## config.mk

```make
export PLATFORM = sky130hd
export DESIGN_NAME = node_mac_seq_flat
export DESIGN_NICKNAME = d
export VERILOG_FILES = /design/src/rtl/nn_fixed_pkg.sv /design/src/rtl/node_mac_seq_if.sv /design/src/rtl/node_act_quant.sv /design/src/rtl/node_mac_seq.sv /design/src/flat_wrapper.sv
export SDC_FILE = /design/constraint.sdc
export NUM_CORES = 1
export LEC_CHECK = 0
export ABC_AREA = 0
export CORE_ASPECT_RATIO = 0.7
export CORE_MARGIN = 4
export CORE_UTILIZATION = 35
export CTS_BUF_LIST = sky130_fd_sc_hd__clkbuf_2 sky130_fd_sc_hd__clkbuf_4 sky130_fd_sc_hd__clkbuf_8
export DETAILED_ROUTE_END_ITERATION = 8
export MAX_ROUTING_LAYER = met4
export PLACE_DENSITY = 0.6
export SKIP_LAST_GASP = 1
export SLEW_MARGIN = 20
export SYNTH_ARGS = -nofsm -noshare
export SYNTH_HDL_FRONTEND = slang
export SYNTH_SLANG_ARGS = --single-unit
```

## constraint.sdc

```tcl
create_clock -name i_clk -period 21.7 [get_ports i_clk]
set_input_delay 4.34 -clock i_clk [delete_from_list [all_inputs] [get_ports i_clk]]
set_output_delay 4.34 -clock i_clk [all_outputs]
set_load 0.05 [all_outputs]
```

## src/rtl/nn_fixed_pkg.sv

```systemverilog
// Shared fixed-point helpers for the layer blocks: activation codes, node FSM states,
// round-half-up arithmetic shift and 8-bit saturation.
package nn_fixed_pkg;

    localparam logic ACT_RELU   = 1'b0;
    localparam logic ACT_LINEAR = 1'b1;

    typedef enum logic [1:0] {StIdle, StMac, StPost, StOut} state_e;

    // Works at 64 bits so adding the rounding constant can never overflow the accumulator width.
    function automatic logic signed [63:0] round_shift(input logic signed [63:0] v,
                                                       input int unsigned sh);
        logic signed [63:0] half;
        half = 64'sd1 <<< (sh - 1);
        return (v + half) >>> sh;
    endfunction

    function automatic logic [7:0] sat8(input logic signed [63:0] v, input logic relu);
        logic [7:0] r;
        if (v > 64'sd127) begin
            r = 8'h7f;
        end else if (relu && (v < 64'sd0)) begin
            r = 8'h00;
        end else if (v < -64'sd128) begin
            r = 8'h80;
        end else begin
            r = v[7:0];
        end
        return r;
    endfunction

endpackage

```

## src/rtl/node_mac_seq_if.sv

```systemverilog
// Streaming input, config write port and streaming output of one neuron node.
interface node_mac_seq_if #(
    parameter int unsigned N_IN = 15
);
    localparam int unsigned AW = $clog2(N_IN + 1);

    logic              in_valid;
    logic              in_ready;
    logic [8*N_IN-1:0] in_data;
    logic              act_mode;
    logic              cfg_we;
    logic [AW-1:0]     cfg_addr;
    logic [15:0]       cfg_data;
    logic              cfg_ready;
    logic              out_valid;
    logic              out_ready;
    logic [7:0]        out_data;

    modport master (
        output in_valid, in_data, act_mode, cfg_we, cfg_addr, cfg_data, out_ready,
        input  in_ready, cfg_ready, out_valid, out_data
    );

    modport slave (
        input  in_valid, in_data, act_mode, cfg_we, cfg_addr, cfg_data, out_ready,
        output in_ready, cfg_ready, out_valid, out_data
    );

endinterface

```

## src/rtl/node_act_quant.sv

```systemverilog
// Combinational post-processing: round/shift the accumulator, then ReLU or linear
// activation with saturation to a signed byte.
module node_act_quant
    import nn_fixed_pkg::*;
#(
    parameter int unsigned ACC_W = 24,
    parameter int unsigned SHIFT = 6
) (
    input  logic signed [ACC_W-1:0] i_acc,
    input  logic                    i_act_mode,
    output logic [7:0]              o_data
);

    logic signed [63:0] w_acc_ext;
    logic signed [63:0] w_shifted;

    always_comb begin
        w_acc_ext = 64'(i_acc);
        w_shifted = round_shift(w_acc_ext, SHIFT);
        o_data    = sat8(w_shifted, i_act_mode == ACT_RELU);
    end

endmodule

```

## src/rtl/node_mac_seq.sv

```systemverilog
// Time-multiplexed neuron: one signed 8x8 multiplier accumulates N_IN products onto the
// bias, then quantises through node_act_quant. Weights and bias are runtime-loadable.
module node_mac_seq
    import nn_fixed_pkg::*;
#(
    parameter int unsigned N_IN  = 15,
    parameter int unsigned SHIFT = 6,
    parameter int unsigned ACC_W = 24
) (
    input logic           i_clk,
    input logic           i_reset,
    node_mac_seq_if.slave bus
);

    localparam int unsigned AW = $clog2(N_IN + 1);
    localparam int unsigned IW = (N_IN > 1) ? $clog2(N_IN) : 1;

    state_e                   r_state;
    state_e                   w_state_next;
    logic [IW-1:0]            r_idx;
    logic signed [7:0]        r_w  [N_IN];
    logic signed [7:0]        r_wk [N_IN];
    logic signed [7:0]        r_a  [N_IN];
    logic signed [15:0]       r_bias;
    logic                     r_mode;
    logic signed [ACC_W-1:0]  r_acc;
    logic [7:0]               r_out;
    logic                     r_out_valid;

    logic                     w_in_fire;
    logic                     w_cfg_fire;
    logic                     w_last;
    logic signed [15:0]       w_prod;
    logic [7:0]               w_quant;

    assign bus.in_ready  = (r_state == StIdle) && !i_reset;
    assign bus.cfg_ready = (r_state == StIdle) && !i_reset;
    assign bus.out_valid = r_out_valid;
    assign bus.out_data  = r_out;

    assign w_in_fire  = bus.in_valid && bus.in_ready;
    assign w_cfg_fire = bus.cfg_we && bus.cfg_ready;
    assign w_last     = (r_idx == IW'(N_IN - 1));
    assign w_prod     = 16'(r_a[r_idx]) * 16'(r_wk[r_idx]);

    node_act_quant #(
        .ACC_W (ACC_W),
        .SHIFT (SHIFT)
    ) u_act_quant (
        .i_acc      (r_acc),
        .i_act_mode (r_mode),
        .o_data     (w_quant)
    );

    always_ff @(posedge i_clk) begin
        if (i_reset) begin
            r_state <= StIdle;
        end else begin
            r_state <= w_state_next;
        end
    end

    always_comb begin
        w_state_next = r_state;
        unique case (r_state)
            StIdle:  if (w_in_fire) w_state_next = StMac;
            StMac:   if (w_last) w_state_next = StPost;
            StPost:  w_state_next = StOut;
            StOut:   if (bus.out_ready) w_state_next = StIdle;
            default: w_state_next = StIdle;
        endcase
    end

    // Weights are snapshotted at the handshake so a same-cycle config write only
    // affects later vectors.
    always_ff @(posedge i_clk) begin
        if (i_reset) begin
            r_idx       <= '0;
            r_bias      <= '0;
            r_mode      <= 1'b0;
            r_acc       <= '0;
            r_out       <= '0;
            r_out_valid <= 1'b0;
            for (int i = 0; i < int'(N_IN); i++) begin
                r_w[i]  <= '0;
                r_wk[i] <= '0;
                r_a[i]  <= '0;
            end
        end else begin
            if (w_cfg_fire) begin
                if (bus.cfg_addr < AW'(N_IN)) begin
                    r_w[bus.cfg_addr[IW-1:0]] <= bus.cfg_data[7:0];
                end else if (bus.cfg_addr == AW'(N_IN)) begin
                    r_bias <= bus.cfg_data;
                end
            end
            unique case (r_state)
                StIdle: begin
                    if (w_in_fire) begin
                        for (int i = 0; i < int'(N_IN); i++) begin
                            r_a[i]  <= bus.in_data[8*i +: 8];
                            r_wk[i] <= r_w[i];
                        end
                        r_mode <= bus.act_mode;
                        r_acc  <= ACC_W'(r_bias);
                        r_idx  <= '0;
                    end
                end
                StMac: begin
                    r_acc <= r_acc + ACC_W'(w_prod);
                    r_idx <= r_idx + IW'(1);
                end
                StPost: begin
                    r_out       <= w_quant;
                    r_out_valid <= 1'b1;
                end
                StOut: begin
                    if (bus.out_ready) r_out_valid <= 1'b0;
                end
                default: ;
            endcase
        end
    end

endmodule

```

## src/flat_wrapper.sv

```systemverilog
// flat-port wrapper written by rule: the top's interface ports become plain ports
module node_mac_seq_flat import nn_fixed_pkg::*;
#(
    parameter int unsigned N_IN  = 15,
    parameter int unsigned SHIFT = 6,
    parameter int unsigned ACC_W = 24
)
  (i_clk, i_reset, bus_in_valid, bus_in_data, bus_act_mode, bus_cfg_we, bus_cfg_addr, bus_cfg_data, bus_out_ready, bus_in_ready, bus_cfg_ready, bus_out_valid, bus_out_data);
  node_mac_seq_if #(.N_IN(N_IN)) bus_i ();
  input logic i_clk;
  input logic i_reset;
  input wire logic [$bits(bus_i.in_valid)-1:0] bus_in_valid;
  input wire logic [$bits(bus_i.in_data)-1:0] bus_in_data;
  input wire logic [$bits(bus_i.act_mode)-1:0] bus_act_mode;
  input wire logic [$bits(bus_i.cfg_we)-1:0] bus_cfg_we;
  input wire logic [$bits(bus_i.cfg_addr)-1:0] bus_cfg_addr;
  input wire logic [$bits(bus_i.cfg_data)-1:0] bus_cfg_data;
  input wire logic [$bits(bus_i.out_ready)-1:0] bus_out_ready;
  output wire logic [$bits(bus_i.in_ready)-1:0] bus_in_ready;
  output wire logic [$bits(bus_i.cfg_ready)-1:0] bus_cfg_ready;
  output wire logic [$bits(bus_i.out_valid)-1:0] bus_out_valid;
  output wire logic [$bits(bus_i.out_data)-1:0] bus_out_data;
  assign bus_i.in_valid = bus_in_valid;
  assign bus_i.in_data = bus_in_data;
  assign bus_i.act_mode = bus_act_mode;
  assign bus_i.cfg_we = bus_cfg_we;
  assign bus_i.cfg_addr = bus_cfg_addr;
  assign bus_i.cfg_data = bus_cfg_data;
  assign bus_i.out_ready = bus_out_ready;
  assign bus_in_ready = bus_i.in_ready;
  assign bus_cfg_ready = bus_i.cfg_ready;
  assign bus_out_valid = bus_i.out_valid;
  assign bus_out_data = bus_i.out_data;
  node_mac_seq #(.N_IN(N_IN), .SHIFT(SHIFT), .ACC_W(ACC_W)) u_core (.i_clk(i_clk), .i_reset(i_reset), .bus(bus_i));
endmodule
```

# Yosys cells after proc, flatten, opt, wreduce, memory -nomap -nowiden
# Memories as Yosys holds them, arrays and structs flattened. A register that Yosys moved wholly into a read port is not among the register bits.
# Index checks and enable logic that the tools add are counted.
# totals
regBits	56
ram_bits	360
input_bits	146
word_cells	132
mem_count	3
# memory_table
name	depth	word_bits	rd	rd_ports_with_merged_regs	wr	line_no	source
u_core.r_a	15	8	1	1	15	node_mac_seq.sv:23	logic signed [7:0] r_a [N_IN];
u_core.r_w	15	8	15	0	15	node_mac_seq.sv:21	logic signed [7:0] r_w [N_IN];
u_core.r_wk	15	8	1	1	15	node_mac_seq.sv:22	logic signed [7:0] r_wk [N_IN];
# op_classes
n_addsub	3
multipliers	1
order_cmp	4
n_eq_ne	8
muxes	60
n_bitwise	32
n_reduce_logical	14
# ops
op	count
$mux 8	34
$pmux 24 s2	1
$or 1x1->1	30
$add 24x7->25 const B	1
$add 24x16->24	1
$mux 24	1
$mux 4	6
$gt 19x8->1 const B	1
$lt 19x1->1 const B	1
$lt 19x8->1 const B	1
$mul 8x8->16	1
$mux 1	12
$eq 4x4->1 const B	2
$pmux 2 s4	1
$pmux 4 s2	1
$reduce_or 8->1	1
$mux 2	3
$reduce_and 2->1	3
$reduce_and 3->1	2
$add 4x1->4 const B	1
$eq 2x2->1 const B	2
$logic_and 1x1->1	4
$lt 4x4->1 const B	1
$ne 2x1->1 const B	2
7 further kinds	9

# Longest topological paths before layout
# Gate-level depths: netlist of run 1.
# depth
depth_word	8
mapped_depth	25
mapped_depth_nobuf	22

# Modules after synthesis
# Synthesis of run 1 repeated with hierarchy kept, for this count alone.
# hier_totals
hier_cells	1782
hier_area_um2	22646.7
# modules_own_cells
module	instances	cells_each	area_each_um2	seq_area_each_um2
node_mac_seq	1	1695	22016.1	12011.5
node_act_quant	1	87	630.6	0.0

# Worst setup path after synthesis of run 1
# No wires, ideal clock.
# synth_timing
path_type	input to register
from	input port i_reset
to	memory u_core.r_a[0][0] (enable)
arrival_ns	10.820
slack_ns	10.236
stages	4
path_cell_list	buf_2 clkbuf_1 clkbuf_1 nand2b_1
# synth_rtl
item	line_no	source
from (decl)	flat_wrapper.sv:11	input logic i_reset;
to (decl)	node_mac_seq.sv:23	

# Final worst setup path of run 1
# layout_timing
from	input port i_reset
to	output port bus_cfg_ready
# layout_between
elab_chain_len	2
# layout_lines
item	line_no	source
$logic_not 1->1	node_mac_seq.sv:37	assign bus.cfg_ready = (r_state == StIdle) && !i_reset;
$logic_and 1x1->1	node_mac_seq.sv:37	
to (decl)	flat_wrapper.sv:20	output wire logic [$bits(bus_i.cfg_ready)-1:0] bus_cfg_ready;
# No other way between the ends.

==> impl_metrics.ini, run 1 <==
[place]
dp_hpwl_um = 37400
dp_cells = 2588
io_buffer_count = 156
gp_congestion = 0.819

[status]
status = finished clean

[setup_path]
critPathSlowestCell = clkdlybuf4s50_1
cp.arrival_ns = 5.69
path_cells = buf_4 > nor2b_4 > clkdlybuf4s50_1
critPathTopFamily = buffers and inverters
crit_buf_inv = 2
critPathCaptureType = primary output
path_max_fanout = 17
critPathLaunchType = input pin
critPathKind = input pin to primary output
slowest_delay_ns = 0.86
cp.required_ns = 17.36

[synthesis]
synth_cell_types = 57
ys_ff_latch = 420
ys_seq_area_share_pct = 54.2
postSynthCellCount = 1688
syn_nets = 2000
synth_flop_cell = edfxtp_1
ys_warn_count = 0
syn_area_um2 = 22200
synth-edff-count = 360
async_flop_share_pct = 0
syn_area_per_cell_um2 = 13.1

[power]
cellPowerDensity_nw_per_um2 = 141
power_leakage_nw = 10.4
ir_drop_mv = 0.140

[timing]
hold_viol = 0
fin_crit_ns = 10.03
relSlewSlack_pct = 27.6
fmax_mhz = 99.7
tightestPinTransition_ns = 1.09
rsz0062_at_grt = no
tns_ns = 0
slew_viol_final = 0
worst_clock_skew_ns = 0.0504
fin_crit_sh_pct = 46.2
finalSetupViolCount = 0

[routing]
drt_first_pass_iters = 5
dr.first_iter.drc_count = 1293
routedWlPerCell_um = 20.4
via_per_inst = 5.03
drtAntennaViolNets = 0
wl_um = 55700
route.detailed.drc = 0
num_vias = 13700

[cells_and_area]
fillers = 5783
multi_input_area_um2 = 9380
final_cells = 2725
synthToLayoutAreaGrowth_pct = 17.4
fin_util_pct = 41.9
final_common_cell = edfxtp_1
drive_above_1_share_pct = 11.8
nets = 2155
regArea_um2 = 12000
final_cell_mix = edfxtp_1 (360), and3_1 (166), and2_1 (154), clkdlybuf4s50_1 (154)

[clock_network]
cts_resized = 0
path_clk_slew_ns = 0.07
cts_buffers = 71
cts_sinks = 420
htree_levels = 3
tritoncts = done
postCtsSetupBuffers = 0
cts.hold.buffers_added = 0
clockBufferDepth = 3
insertion_delay_ns = 0.65
cts_root_buf = clkbuf_8

[job]
cap_viol_max_count = 0

[global_routing]
grt_max_degree = 163
grt_use_total_pct = 17.1
grt_pass1_wl_um = 84900
antenna_found_initial = 7
overflow = 0
grt_pass1_vias = 14000

[min_path]
hp-class = flop to flop

[floorplan]
pin_count = 157
die_h_um = 218
die_area_um2 = 67400
die_x_um = 309
core_um2 = 62100
row_count = 76
start_util_pct = 35.7
==> power by group <==
part	internal, mW	leakage (nW)	switching (mW)	total, mW
clock network	0.397	0.754	0.335	0.732
logic	0.788	5.41	1.08	1.87
registers	0.995	4.26	0.0699	1.07
total	2.18	10.4	1.48	3.66
==> per-stage QoR <==
| step | instance area [um2] | power, mW | setup slack [ns] | hold WS [ns] |
|---|---|---|---|---|
| after CTS | 26000 | 3.69 | 11.65 | 0.457 |
| final | 26000 | 3.66 | 11.67 | 0.453 |
| after global placement | 24500 | 2.91 | 11.65 | 0.442 |
| after global routing | 26000 | 3.99 | 11.64 | 0.477 |
| after detailed placement | 24500 | 2.93 | 11.65 | 0.448 |
| after floorplan | 22200 | 2.46 | 10.24 | 0.436 |
==> cells by family (layout without fill, tap and decap cells) <==
logic type                 after synthesis  count (layout)  share of synthesized area, %
xor gates and xnor gates                39              39                          1.54
DFF                                    420             420                          54.2
other                                    0               7                             0
muxes                                   87              87                          7.55
AOI/OAI and AO/OA                      133             133                          3.94
and+or+nand+nor                        645             645                          16.3
buffers and inverters                  198             409                          3.52
adders and majority gates              166             166                          12.9
==> path summary, 6_finish.rpt <==
check                   startpoint                to  depth (start not counted)  slack [ns]
hold / removal    u_core.r_bias[5]  u_core.r_bias[5]                          2        0.45
setup reg to reg              flop  u_core.r_acc[17]                         20       13.71
setup / recovery           i_reset     bus_cfg_ready                          3       11.67
hold reg to reg   u_core.r_bias[5]  u_core.r_bias[5]                          2        0.45
==> layer usage <==
| metal | vias up | share of wire (%) | global-route usage [%] |
|---|---|---|---|
| met3 | 82 | 6.9 | 4.01 |
| met1 | 6858 | 49 | 25.0 |
| met2 | 418 | 42 | 24.2 |
| met4 | 0 | 1.8 | 4.04 |
| met5 | - | 0 | - |
| li1 | 6338 | - | - |
==> tightest hold or removal path: stages, from the launching register on <==
cell	delay (ns)
dfxtp_1	0.31
nand2_1	0.05
a21oi_1	0.05
==> area by class of cell <==
type | instances | share of cell area, %
well taps | 819 | 3.94
clock buffers | 95 | 4.59
inverters | 106 | 1.53
flip-flops and latches | 420 | 46.2
diodes | 7 | 0.0674
multi-input cells | 1070 | 36.1
clock inverters | 34 | 0.962
repair buffers | 174 | 6.63
==> state kept, by name, indices dropped and copies added (netlist names), named ones only <==
| signal | flops |
|---|---|
| u_core.r_acc | 24 |
| u_core.r_wk | 120 |
| u_core.r_bias | 16 |
| u_core.r_a | 120 |
| u_core.r_mode | 1 |
| u_core.r_w | 120 |
| u_core.r_idx | 4 |
| u_core.bus.out_valid | 1 |
| u_core.r_state | 2 |
| u_core.bus.out_data | 8 |
==> cells in the mapped netlist, types with 2 or more instances <==
| cell | count | share of area [%] |
|---|---|---|
| a211oi_1 | 18 | 0.61 |
| a21o_1 | 8 | 0.27 |
| a21oi_1 | 41 | 0.93 |
| a222oi_1 | 5 | 0.23 |
| a22oi_1 | 2 | 0.068 |
| a31o_2 | 2 | 0.079 |
| a31oi_1 | 3 | 0.085 |
| and2_1 | 155 | 4.4 |
| and3_1 | 166 | 4.7 |
| and4_1 | 4 | 0.16 |
| buf_1 | 3 | 0.051 |
| buf_2 | 14 | 0.32 |
| buf_6 | 2 | 0.10 |
| clkbuf_1 | 72 | 1.2 |
| dfxtp_1 | 60 | 5.4 |
| edfxtp_1 | 360 | 49 |
| fa_1 | 104 | 9.4 |
| ha_1 | 62 | 3.5 |
| inv_1 | 104 | 1.8 |
| mux2i_1 | 23 | 1.0 |
| mux4_2 | 64 | 6.5 |
| nand2_1 | 97 | 1.6 |
| nand2b_1 | 7 | 0.20 |
| nand3_1 | 13 | 0.29 |
| nand3b_1 | 3 | 0.10 |
| nand4_1 | 7 | 0.20 |
| nor2_1 | 71 | 1.2 |
| nor2b_1 | 83 | 2.3 |
| nor3_1 | 15 | 0.34 |
| o21a_1 | 4 | 0.14 |
| o21ai_0 | 26 | 0.59 |
| o21bai_1 | 3 | 0.10 |
| o22ai_1 | 4 | 0.11 |
| o31ai_1 | 3 | 0.10 |
| o32ai_1 | 4 | 0.16 |
| or2_2 | 17 | 0.48 |
| or3_1 | 2 | 0.056 |
| xnor2_1 | 27 | 1.1 |
| xor2_1 | 12 | 0.47 |
Note: power is estimated with default switching activity, not from simulation.
==> run 2: changes to the inputs <==
--- a/config.mk
+++ b/config.mk
@@ -12,7 +12,7 @@
 export CTS_BUF_LIST = sky130_fd_sc_hd__clkbuf_2 sky130_fd_sc_hd__clkbuf_4 sky130_fd_sc_hd__clkbuf_8
 export DETAILED_ROUTE_END_ITERATION = 8
 export MAX_ROUTING_LAYER = met4
-export PLACE_DENSITY = 0.6
+export PLACE_DENSITY = 0.62
 export SKIP_LAST_GASP = 1
 export SLEW_MARGIN = 20
 export SYNTH_ARGS = -nofsm -noshare
==> constraint.sdc (replaced) <==
create_clock -name i_clk -period 8.1 [get_ports i_clk]
set_input_delay 1.62 -clock i_clk [delete_from_list [all_inputs] [get_ports i_clk]]
set_output_delay 1.62 -clock i_clk [all_outputs]
set_load 0.05 [all_outputs]
==> run 2 against run 1 <==
Effect of this change:
- setup slack worse by 11 ns
- global-route usage is 0.83 points higher
- critical path depth is 16 higher
- flip-flop and latch count stayed put
- die area stayed put
- clock power grew to 2.6 times the previous value
- non-clock buffer count is 1 lower
- combinational power grew to 2.7 times the previous value
- register-to-register slack worse by 13 ns
- core utilization is 0.16 points lower
- critical endpoint is now u_core.r_acc[21]
- largest cell class unchanged
- highest routed layer unchanged
==> impl_metrics.ini, run 2 (synthesis results as in run 1) <==
[status]
status = finished clean

[clock_network]
cts_root_buf = clkbuf_8
clockBufferDepth = 3
cts_resized = 0
cts.hold.buffers_added = 0
htree_levels = 3
postCtsSetupBuffers = 0
insertion_delay_ns = 0.66
tritoncts = done
cts_sinks = 420
cts_buffers = 68
path_clk_slew_ns = 0.06

[power]
power.total_mw = 9.80
clkPwrFrac_pct = 19.3
switching_share_pct = 41.0
internal_power_mw = 5.78
netSwitchingPower_mw = 4.02
combPwrFrac_pct = 51.0
ir_drop_mv = 0.322
power_leakage_nw = 10.4
pwr-share-seq_pct = 29.7
cellPowerDensity_nw_per_um2 = 378

[setup_path]
path_max_fanout = 80
crit_top_cell = fa_1
critPathLaunchType = flop
critPathCaptureType = flop
r2r_slack_ns = 0.76
cp.required_ns = 8.68
critPathTopFamily = adder cells
critPathKind = flop to flop
worstReg2RegEnd = u_core.r_acc[21]
cp.arrival_ns = 7.92
path_cells = mux4_2 > mux4_2 > and2_1 > fa_1 > inv_1 > fa_1 > inv_1 > fa_1 > fa_1 > ha_1 > ha_1 > and4_1 > nand2_1 > nor2_1 > a211oi_1 > a311oi_1 > xor2_1 > a21oi_1 > nor3_1
slowest_delay_ns = 1.02
ff2ff_path_depth = 19
critPathSlowestCell = dfxtp_4
crit_buf_inv = 2

[cells_and_area]
nets = 2151
synthToLayoutAreaGrowth_pct = 17.0
drive_above_1_share_pct = 11.7
final_area_um2 = 25900
final_common_cell = edfxtp_1
final_cells = 2708
largestRegisters = u_core.r_a (120), u_core.r_w (120), u_core.r_wk (120)
final_cell_mix = edfxtp_1 (360), and3_1 (166), and2_1 (155)

[global_routing]
grtUsageMet1_pct = 25.8
grt_pass1_wl_um = 88800
antenna_found_initial = 3
grt_use_met2_pct = 25.4
grt_use_met3_pct = 5.12
grt_use_total_pct = 18.0
grt_busiest_layer = met1
grt_max_degree = 173
overflow = 0
grt_pass1_vias = 14400

[timing]
tns_ns = 0
rsz0062_at_grt = no
tightestPinTransition_ns = 1.10
fin_crit_sh_pct = 90.6
relSlewSlack_pct = 27.0
worst_clock_skew_ns = 0.0404
hold_viol = 0
finalSetupViolCount = 0
fmax_mhz = 136
slew_viol_final = 0
finalWorstSetupSlack_ns = 0.758
fin_crit_ns = 7.34

[floorplan]
pin_count = 157
start_util_pct = 35.7
die_h_um = 218
die_x_um = 309
row_count = 76
core_um2 = 62100
die_area_um2 = 67400

[place]
place_ws_ns = 0.772
io_buffer_count = 156
placed_cell_area_um2 = 24500
dp_cells = 2588
gp_congestion = 0.865
dp_hpwl_um = 40100

[routing]
num_vias = 14000
routedWlPerCell_um = 21.7
drt_first_pass_iters = 7
via_per_inst = 5.15
wl_um = 58700
route.detailed.drc = 0
drtAntennaViolNets = 0
dr.first_iter.drc_count = 1518

[min_path]
min_to = u_core.r_bias[3]
hold_depth = 2
hp-start = u_core.r_bias[3]
hp-class = flop to flop

[job]
cap_viol_max_count = 0
-- run 2: cell count changes in the layout (fill, tap and decap cells not counted), moves of 2 or more --
cell      delta
diode_2      -5
clkbuf_4     -3
clkinv_1     -8
clkbuf_8     -5
clkinv_2     +4
clkinv_8     +2
-- run 2: layout make-up --
type,count,area (um2)
clock buffer,87,1100
fill,5713,36200
inverter,106,398
clock inverter,31,272
sequential,420,12000
tap,819,1020
multi-input combinational,1070,9380
antenna,2,5.00
timing repair buffer,173,1710
-- run 2: per-layer routing --
| metal | share of wire, % | routed length, um |
|---|---|---|
| met1 | 46 | 27300 |
| met2 | 43 | 25100 |
| met3 | 9.4 | 5520 |
| met4 | 1.3 | 783 |
| met5 | 0 | 0 |
-- run 2: worst max path at each step --
stage | slack (ns) | cells past startpoint | endpoint
4_1_cts | 0.76 | 20 | u_core.r_acc[17]
2_1_floorplan | 1.47 | 23 | u_core.r_acc[17]
3_3_place_gp | 0.76 | 19 | u_core.r_acc[17]
6_report | 0.76 | 19 | u_core.r_acc[21]
5_1_grt | 0.21 | 19 | u_core.r_acc[17]
3_5_place_dp | 0.77 | 20 | u_core.r_acc[17]
-- run 2: power by group through the flow --
| stage | Clock (mW) | Combinational, mW | Sequential, mW |
|---|---|---|---|
| 2_1_floorplan | 0 | 3.71 | 2.86 |
| 3_3_place_gp | 0 | 4.93 | 2.94 |
| 3_5_place_dp | 0 | 4.93 | 2.95 |
| 4_1_cts | 1.94 | 5.01 | 2.90 |
| 5_1_grt | 2.04 | 5.66 | 2.93 |
| 6_report | 1.89 | 5.00 | 2.91 |
-- run 2: worst reg2reg max path, cell delays in order, from the launching register on --
cell	delay (ns)
dfxtp_4	1.02
mux4_2	0.58
mux4_2	0.61
and2_1	0.27
fa_1	0.50
inv_1	0.23
fa_1	0.56
inv_1	0.41
fa_1	0.50
fa_1	0.50
ha_1	0.31
ha_1	0.40
and4_1	0.26
nand2_1	0.06
nor2_1	0.10
a211oi_1	0.08
a311oi_1	0.44
xor2_1	0.18
a21oi_1	0.08
nor3_1	0.20
-- run 2: stage by stage --
stage                     util [%]  hold slack [ns]
after floorplan                  -            0.436
after global placement        39.5            0.442
after detailed placement      39.5            0.447
after CTS                     41.7            0.454
after global routing          41.7            0.490
final                         41.7            0.453
==> run 3: changes to the inputs <==
--- a/config.mk
+++ b/config.mk
@@ -5,7 +5,6 @@
 export SDC_FILE = /design/constraint.sdc
 export NUM_CORES = 1
 export LEC_CHECK = 0
-export ABC_AREA = 0
 export CORE_ASPECT_RATIO = 0.7
 export CORE_MARGIN = 4
 export CORE_UTILIZATION = 35
==> results of run 3 <==
Final layout, timing and power as in run 2 (identical DEF).
